**src/rtl/pipeline_ctrl_pkg.sv**
```systemverilog
// pipeline_ctrl_pkg: FSM state and next-PC select encodings shared by the
// pipeline hazard controller.
package pipeline_ctrl_pkg;
   typedef enum logic [1:0] {IDLE, RUN, MEM_WAIT, HALT} state_t;
   localparam logic [1:0] PC_SEL_SEQ = 2'b00;
   localparam logic [1:0] PC_SEL_BR  = 2'b01;
   localparam logic [1:0] PC_SEL_JMP = 2'b10;
endpackage

```
**src/rtl/pipeline_ctrl_load_use.sv**
```systemverilog
// load_use_detect: flags an ID instruction that reads the register an EX load
// is about to write (r0 never hazards).
module load_use_detect (
   input  logic       ex_memread_i,
   input  logic [4:0] ex_rt_i,
   input  logic [4:0] id_rs_i,
   input  logic [4:0] id_rt_i,
   output logic       loaduse_o
);
   assign loaduse_o = ex_memread_i & (ex_rt_i != 5'd0) &
                      ((ex_rt_i == id_rs_i) | (ex_rt_i == id_rt_i));
endmodule

```
**src/rtl/pipeline_ctrl.sv**
```systemverilog
// pipeline_ctrl: PC/IF-ID/ID-EX sequencing with load-use, redirect, memory-wait
// and timeout handling. PIPELINE_CTRL_STALL_CNT_EN enables the stall counter.
module pipeline_ctrl
   import pipeline_ctrl_pkg::*;
#(
   parameter int MEM_TIMEOUT = 16
) (
   input  logic        clk_i,
   input  logic        rst_i,
   input  logic        start_i,
   input  logic [4:0]  id_rs_i,
   input  logic [4:0]  id_rt_i,
   input  logic        ex_memread_i,
   input  logic [4:0]  ex_rt_i,
   input  logic        id_branch_taken_i,
   input  logic        id_jump_i,
   input  logic        dmem_req_i,
   input  logic        dmem_ack_i,
   output logic        pc_write_o,
   output logic [1:0]  pc_sel_o,
   output logic        ifid_write_o,
   output logic        ifid_flush_o,
   output logic        idex_bubble_o,
   output logic        pipe_hold_o,
   output logic        err_o,
   output logic [31:0] stall_cnt_o
);
   localparam logic [7:0] TMO_LAST = 8'(MEM_TIMEOUT - 2);
   state_t     r_state, w_next;
   logic [7:0] r_tmo;
   logic       w_loaduse, w_memstall, w_frozen, w_go, w_redirect;
   load_use_detect u_lud (
      .ex_memread_i(ex_memread_i),
      .ex_rt_i     (ex_rt_i),
      .id_rs_i     (id_rs_i),
      .id_rt_i     (id_rt_i),
      .loaduse_o   (w_loaduse)
   );
   assign w_memstall = dmem_req_i & ~dmem_ack_i;
   always_ff @(posedge clk_i) begin
      if (rst_i) begin
         r_state <= IDLE;
         r_tmo   <= '0;
      end else begin
         r_state <= w_next;
         r_tmo   <= (r_state == MEM_WAIT && !dmem_ack_i) ? r_tmo + 8'd1 : 8'd0;
      end
   end
   always_comb begin
      w_next = r_state;
      case (r_state)
         IDLE:     w_next = start_i ? RUN : IDLE;
         RUN:      w_next = w_memstall ? MEM_WAIT : (start_i ? RUN : IDLE);
         MEM_WAIT: w_next = dmem_ack_i ? RUN : (r_tmo == TMO_LAST ? HALT : MEM_WAIT);
         default:  w_next = HALT;
      endcase
   end
   // A cycle either freezes the whole core or falls through to the RUN priorities.
   always_comb begin
      w_frozen      = (r_state == IDLE) | (r_state == HALT) |
                      (r_state == RUN & w_memstall) | (r_state == MEM_WAIT & ~dmem_ack_i);
      w_go          = ~w_frozen & ~w_loaduse;
      w_redirect    = id_jump_i | id_branch_taken_i;
      pc_write_o    = w_go;
      pc_sel_o      = !w_go ? PC_SEL_SEQ : id_jump_i ? PC_SEL_JMP :
                      id_branch_taken_i ? PC_SEL_BR : PC_SEL_SEQ;
      ifid_write_o  = w_go & ~w_redirect;
      ifid_flush_o  = w_go & w_redirect;
      idex_bubble_o = ~w_frozen & w_loaduse;
      pipe_hold_o   = w_frozen;
      err_o         = (r_state == HALT);
   end
`ifdef PIPELINE_CTRL_STALL_CNT_EN
   logic [31:0] r_stall_cnt;
   always_ff @(posedge clk_i) begin
      if (rst_i)
         r_stall_cnt <= '0;
      else if ((r_state == RUN || r_state == MEM_WAIT) && !pc_write_o && !(&r_stall_cnt))
         r_stall_cnt <= r_stall_cnt + 32'd1;
   end
   assign stall_cnt_o = r_stall_cnt;
`else
   assign stall_cnt_o = '0;
`endif
endmodule

```
**config.mk**
```make
export PLATFORM = sky130hd
export DESIGN_NAME = pipeline_ctrl
export DESIGN_NICKNAME = d
export VERILOG_FILES = /design/src/rtl/pipeline_ctrl_pkg.sv /design/src/rtl/pipeline_ctrl_load_use.sv /design/src/rtl/pipeline_ctrl.sv
export SDC_FILE = /design/constraint.sdc
export NUM_CORES = 1
export LEC_CHECK = 0
export ABC_AREA = 1
export CAP_MARGIN = 20
export CORE_AREA = 3 3 58 60
export CTS_CLUSTER_DIAMETER = 60
export DETAILED_ROUTE_END_ITERATION = 10
export DIE_AREA = 0 0 61 63
export GPL_ROUTABILITY_DRIVEN = 0
export PLACE_DENSITY = 0.8
export SYNTH_ARGS = -nofsm -noshare
export SYNTH_HDL_FRONTEND = slang
export SYNTH_HIERARCHICAL = 1
export SYNTH_SLANG_ARGS = --single-unit
export TNS_END_PERCENT = 1
```
**constraint.sdc**
```tcl
create_clock -name clk_i -period 1.5 [get_ports clk_i]
set_input_delay 0.375 -clock clk_i [delete_from_list [all_inputs] [get_ports clk_i]]
set_output_delay 0.375 -clock clk_i [all_outputs]
set_load 0.03 [all_outputs]
```
---- Word level (Yosys, flattened, before mapping) ----
Index checks and enable logic that the tools add are counted.
word-level totals
  word-level logic and storage cells ...... 41
  input bits .............................. 23
  flip-flop bits (word level) ............. 10
  output and inout bits ................... 40
operators by class
  reductions and logical operators ........ 5
  equality and inequality tests ........... 6
  bitwise operators ....................... 19
  add/subtract/negate cells ............... 1
  mux-type cells .......................... 8
operators by type and width
  operator             number
  $eq 5x5->1           2
  $and 1x1->1          9
  $add 8x1->8 const B  1
  $eq 8x4->1 const B   1
  $mux 2               4
  $pmux 2 s3           1
  $not 1->1            5
  $or 1x1->1           5
  $reduce_bool 5->1    1
  $eq 2x2->1 const B   2
  $mux 1               3
  $eq 2x1->1 const B   1
  $logic_not 2->1      1
  $reduce_or 2->1      1
  $logic_and 1x1->1    1
  $logic_not 1->1      1

---- Depth between registers and ports, before layout ----
Gate-level depths: netlist (run 1).
  depth after elaboration ................. 8
  mapped depth ............................ 9
  mapped depth without buffers ............ 9

---- Modules after synthesis ----
Netlist (run 1), hierarchy kept.
by module, submodules not included
  module           cells each  area each (um^2)  sequential area each (um^2)  times used
  pipeline_ctrl    114         849.6             200.2                        1
  load_use_detect  45          195.2             0.0                          1

---- Least setup slack after synthesis (run 1) ----
Ideal clock, no wire load.
  kind .................................... reg-to-output
  start point ............................. reg r_state[0]
  end point ............................... out ifid_write_o
  data required time ...................... 1125 ps
  path slack .............................. -474 ps
  stages on the path, launching flop included .. 8
  buffers on the path ..................... 0
  arrival ................................. 1599 ps
  cell sequence ........................... dfxtp_1 inv_1 ha_1 nand2_4 nand2_2 nor2_4 nand2_2 nor3_1
between the ends
  cells in the longest elaborated chain, start to end .. 7
  elaborated cells on any way between the ends .. 12
  those cells by class .................... eq/ne: 3; bitwise: 8; reduce/logical: 1
RTL lines
  item                                              line                                      source
  start: declaration                                pipeline_ctrl.sv:29                       state_t r_state, w_next;
  start signal: assignment                          pipeline_ctrl.sv:45                       r_state <= w_next;
  $eq 2x2->1 (tied with other cells)                pipeline_ctrl.sv:60                       w_frozen = (r_state == IDLE) | (r_state == HALT) |
  $or 1x1->1 / $and 1x1->1 (equally long branches)  pipeline_ctrl.sv:60, pipeline_ctrl.sv:61
  $or 1x1->1                                        pipeline_ctrl.sv:60
  $or 1x1->1 *                                      pipeline_ctrl.sv:61                       (r_state == RUN & w_memstall) | (r_state == MEM_WAIT & ~dmem_ack_i);
  $not 1->1 *                                       pipeline_ctrl.sv:62                       w_go = ~w_frozen & ~w_loaduse;
  $and 1x1->1 *                                     pipeline_ctrl.sv:62
  $and 1x1->1 *                                     pipeline_ctrl.sv:67                       ifid_write_o = w_go & ~w_redirect;
  end: declaration                                  pipeline_ctrl.sv:21                       output logic ifid_write_o,
Every way passes the cells marked *; elsewhere a longest branch is shown, timed or not.

---- Final worst setup path (run 1) ----
  start point ............................. reg r_state[1]
  end point ............................... out ifid_write_o
Same word-level chain as after synthesis.

==> results.cfg, run 1 <==
[layout]
final_layout_size_suffix_gt1_share_pct = 30.5
seqCellArea_um2 = 208
area_growth_pct = 40.6
layout_commonest_cell = conb_1
multiInputGateArea_um2 = 703
n_fill_cell = 296
final_cell_mix = conb_1, nand2_1, inv_1
finalNonFillerCells = 236
nets = 233
num_antenna_cells = 0

[worst_setup_path]
critPathBufInv = 4
cp.required_ns = 1.12
cp.arrival_ns = 1.62
start_kind = flip-flop
cpPeakStageDelay_ns = 0.38
worstSetupPathType = reg2out
cp_common_cell = buf_6
crit_chain = inv_4 > ha_4 > inv_2 > nor2_4 > nand2_4 > buf_6 > nor3_4 > buf_6
critPathTopFamily = flip-flops
cp_slowest_cell = dfxtp_4
cp-end-kind = output port
cp_max_fo = 4

[place]
dp_hpwl_um = 1780
io_buffers = 30
placed_cells = 231

[pwr]
leakage_nw = 0.780
ir_drop_mv = 0.219
power.density_mw_per_mm2 = 584

[global_routing]
grt.total_usage_pct = 10.8
grt_max_degree = 7
antenna_found_initial = 0
grt_first_pass_wirelength_um = 3220
grt_pass1_vias = 840
gr-total-overflow = 0

[sta]
hold_ws_ns = 0.491
fmax_mhz = 501
fin_ws_ns = -0.498
period_share_pct = 133
timing.final.crit_period_ns = 2.00
hold_viol_final = 0
rsz0062_at_grt = true
slew_viol_final = 0
setup_viol = 7
skew_ns = 0.00117

[routing]
num_vias = 938
wl_per_cell_um = 8.58
ant_nets = 0
drt-total-wl_um = 2030
drtIter0Drc = 22
via_per_inst = 3.97
drc = 0
drt_first_pass_iters = 3

[yosys]
yosysWarnings = 6
ys_seq_area_share_pct = 19.2
syn_area_mm2 = 0.00104
synth_top_area_share_pct = 23.0
syn_avg_cell_area_um2 = 6.57
ys_types = 25
ys.flop_type = dfxtp_1
synth_top_cell_by_area = buf_4
synth_cells = 159
ys_seq_elements = 10
async_flop_share_pct = 0
netlist_top_cells_area = buf_4, dfxtp_1, nand2_1
synth_edf_count = 0

[outcome]
status = complete, but fails checks
violations = negative setup slack

[cts]
cts_htree_levels = 1
cts-root-buf = clkbuf_4
ctsHoldBuffers = 0
worstSkewPairLatency_ns = 0.26
cts_made_buffers = 3
cts_tree = done
cts_buffer_depth = 2
path_clk_slew_ns = 0.06
clock-sinks = 10

[die]
start_util_pct = 35.1
die_area_mm2 = 0.00384
core_area_mm2 = 0.00298
fp.dieW_um = 61
io_pins = 63
fp.dieH_um = 63
rows = 20

[job]
max_cap_viol_count = 0

[min_path]
hp-class = reg2reg
synthesized netlist by cell type (2+ instances only):
library cell and count:
buf_4 32, nand2_1 31, inv_1 22, nor2_1 14, dfxtp_1 10, inv_2 7
ha_1 6, nand3_1 6, a21oi_1 5, nand2_2 3, xor2_1 3, a31oi_1 2
nand4_1 2, nor2_4 2, nor3_1 2, o21bai_1 2, xnor2_1 2
flip-flops by register name, summed over array words and instances, names as in the netlist:
signal   cells
r_tmo        8
r_state      2
power breakdown:
| part | internal (W) | switching (W) | leakage (nW) | total, W |
|---|---|---|---|---|
| combinational | 0.000120 | 0.000226 | 0.677 | 0.000346 |
| sequential | 0.000267 | 0.00000536 | 0.0822 | 0.000272 |
| clock | 0.000147 | 0.0000921 | 0.0210 | 0.000239 |
metal layers:
layer  track usage, %  vias up  part of all wire, %
met4             4.88        0                  1.2
li1                 -      505                    -
met1             11.5      399                   39
met5                0        -                    0
met3             1.65        3                  4.5
met2             19.8       31                   55
path summary, 6_finish.rpt:
check / start / end / cells past startpoint / slack, ns
worst min register to register: r_tmo[0]$_SDFF_PP0_ / r_tmo[0]$_SDFF_PP0_ / 1 / 0.49
worst min-delay path: r_tmo[0]$_SDFF_PP0_ / r_tmo[0]$_SDFF_PP0_ / 1 / 0.49
worst max register to register: r_state[0]$_SDFF_PP0_ / r_state[1]$_SDFF_PP0_ / 8 / 0.26
worst max-delay path: r_state[1]$_SDFF_PP0_ / ifid_write_o / 8 / -0.50
worst reg2reg max path: stages, from the launching register on:
cell      delay (ns)
dfxtp_4         0.38
inv_4           0.05
ha_4            0.16
nand2_4         0.06
nand2_2         0.07
buf_4           0.13
buf_4           0.12
o21bai_1        0.11
inv_1           0.06
through the flow:
| step | worst slack [ns] | total power (W) | utilization (%) | setup TNS [ns] | instance area (um2) |
|---|---|---|---|---|---|
| after floorplan | -0.143 | 0.000562 | - | -0.419 | 1230 |
| after global placement | -1.01 | 0.000615 | 46.8 | -5.35 | 1390 |
| after detailed placement | -1.04 | 0.000620 | 46.8 | -5.52 | 1390 |
| after CTS | -0.531 | 0.000872 | 49.9 | -2.72 | 1490 |
| after global routing | -0.574 | 0.000914 | 49.3 | -3.11 | 1470 |
| final | -0.498 | 0.000858 | 49.3 | -2.52 | 1470 |
logic make-up (layout without fill, tap and decap cells):
logic type               after synthesis  after routing  share of synthesized area [%]
adder cells (fa/ha/maj)                6              6                           7.19
AO/OA/AOI/OAI                         12             12                           7.06
buffers and inverters                 61             74                           33.4
AND/OR/NAND/NOR                       64             64                           28.6
other                                  1             32                          0.359
flip-flops                            10             10                           19.2
XOR/XNOR                               5              5                           4.19
layout make-up:
class	instances	area share (%)
tap	33	2.81
inverter	29	7.75
clock buffer	4	2.47
sequential	10	14.1
timing repair buffer	41	25.0
multi-input combinational	119	47.9
what timing repair did:
item,4_1_cts,5_1_grt
pin swaps,14,3
buffers inserted,1,0
resized for setup,57,9
endpoints found under the setup margin,7,7
Power figures use the tool's default switching activity.
==> run 2: changes to the inputs <==
--- a/config.mk
+++ b/config.mk
@@ -6,7 +6,7 @@
 export NUM_CORES = 1
 export LEC_CHECK = 0
 export ABC_AREA = 1
-export CAP_MARGIN = 20
+export CAP_MARGIN = 10
 export CORE_AREA = 3 3 58 60
 export CTS_CLUSTER_DIAMETER = 60
 export DETAILED_ROUTE_END_ITERATION = 10
==> results of run 2 <==
Same layout as run 1: the final DEF is identical, and so are final timing and power.
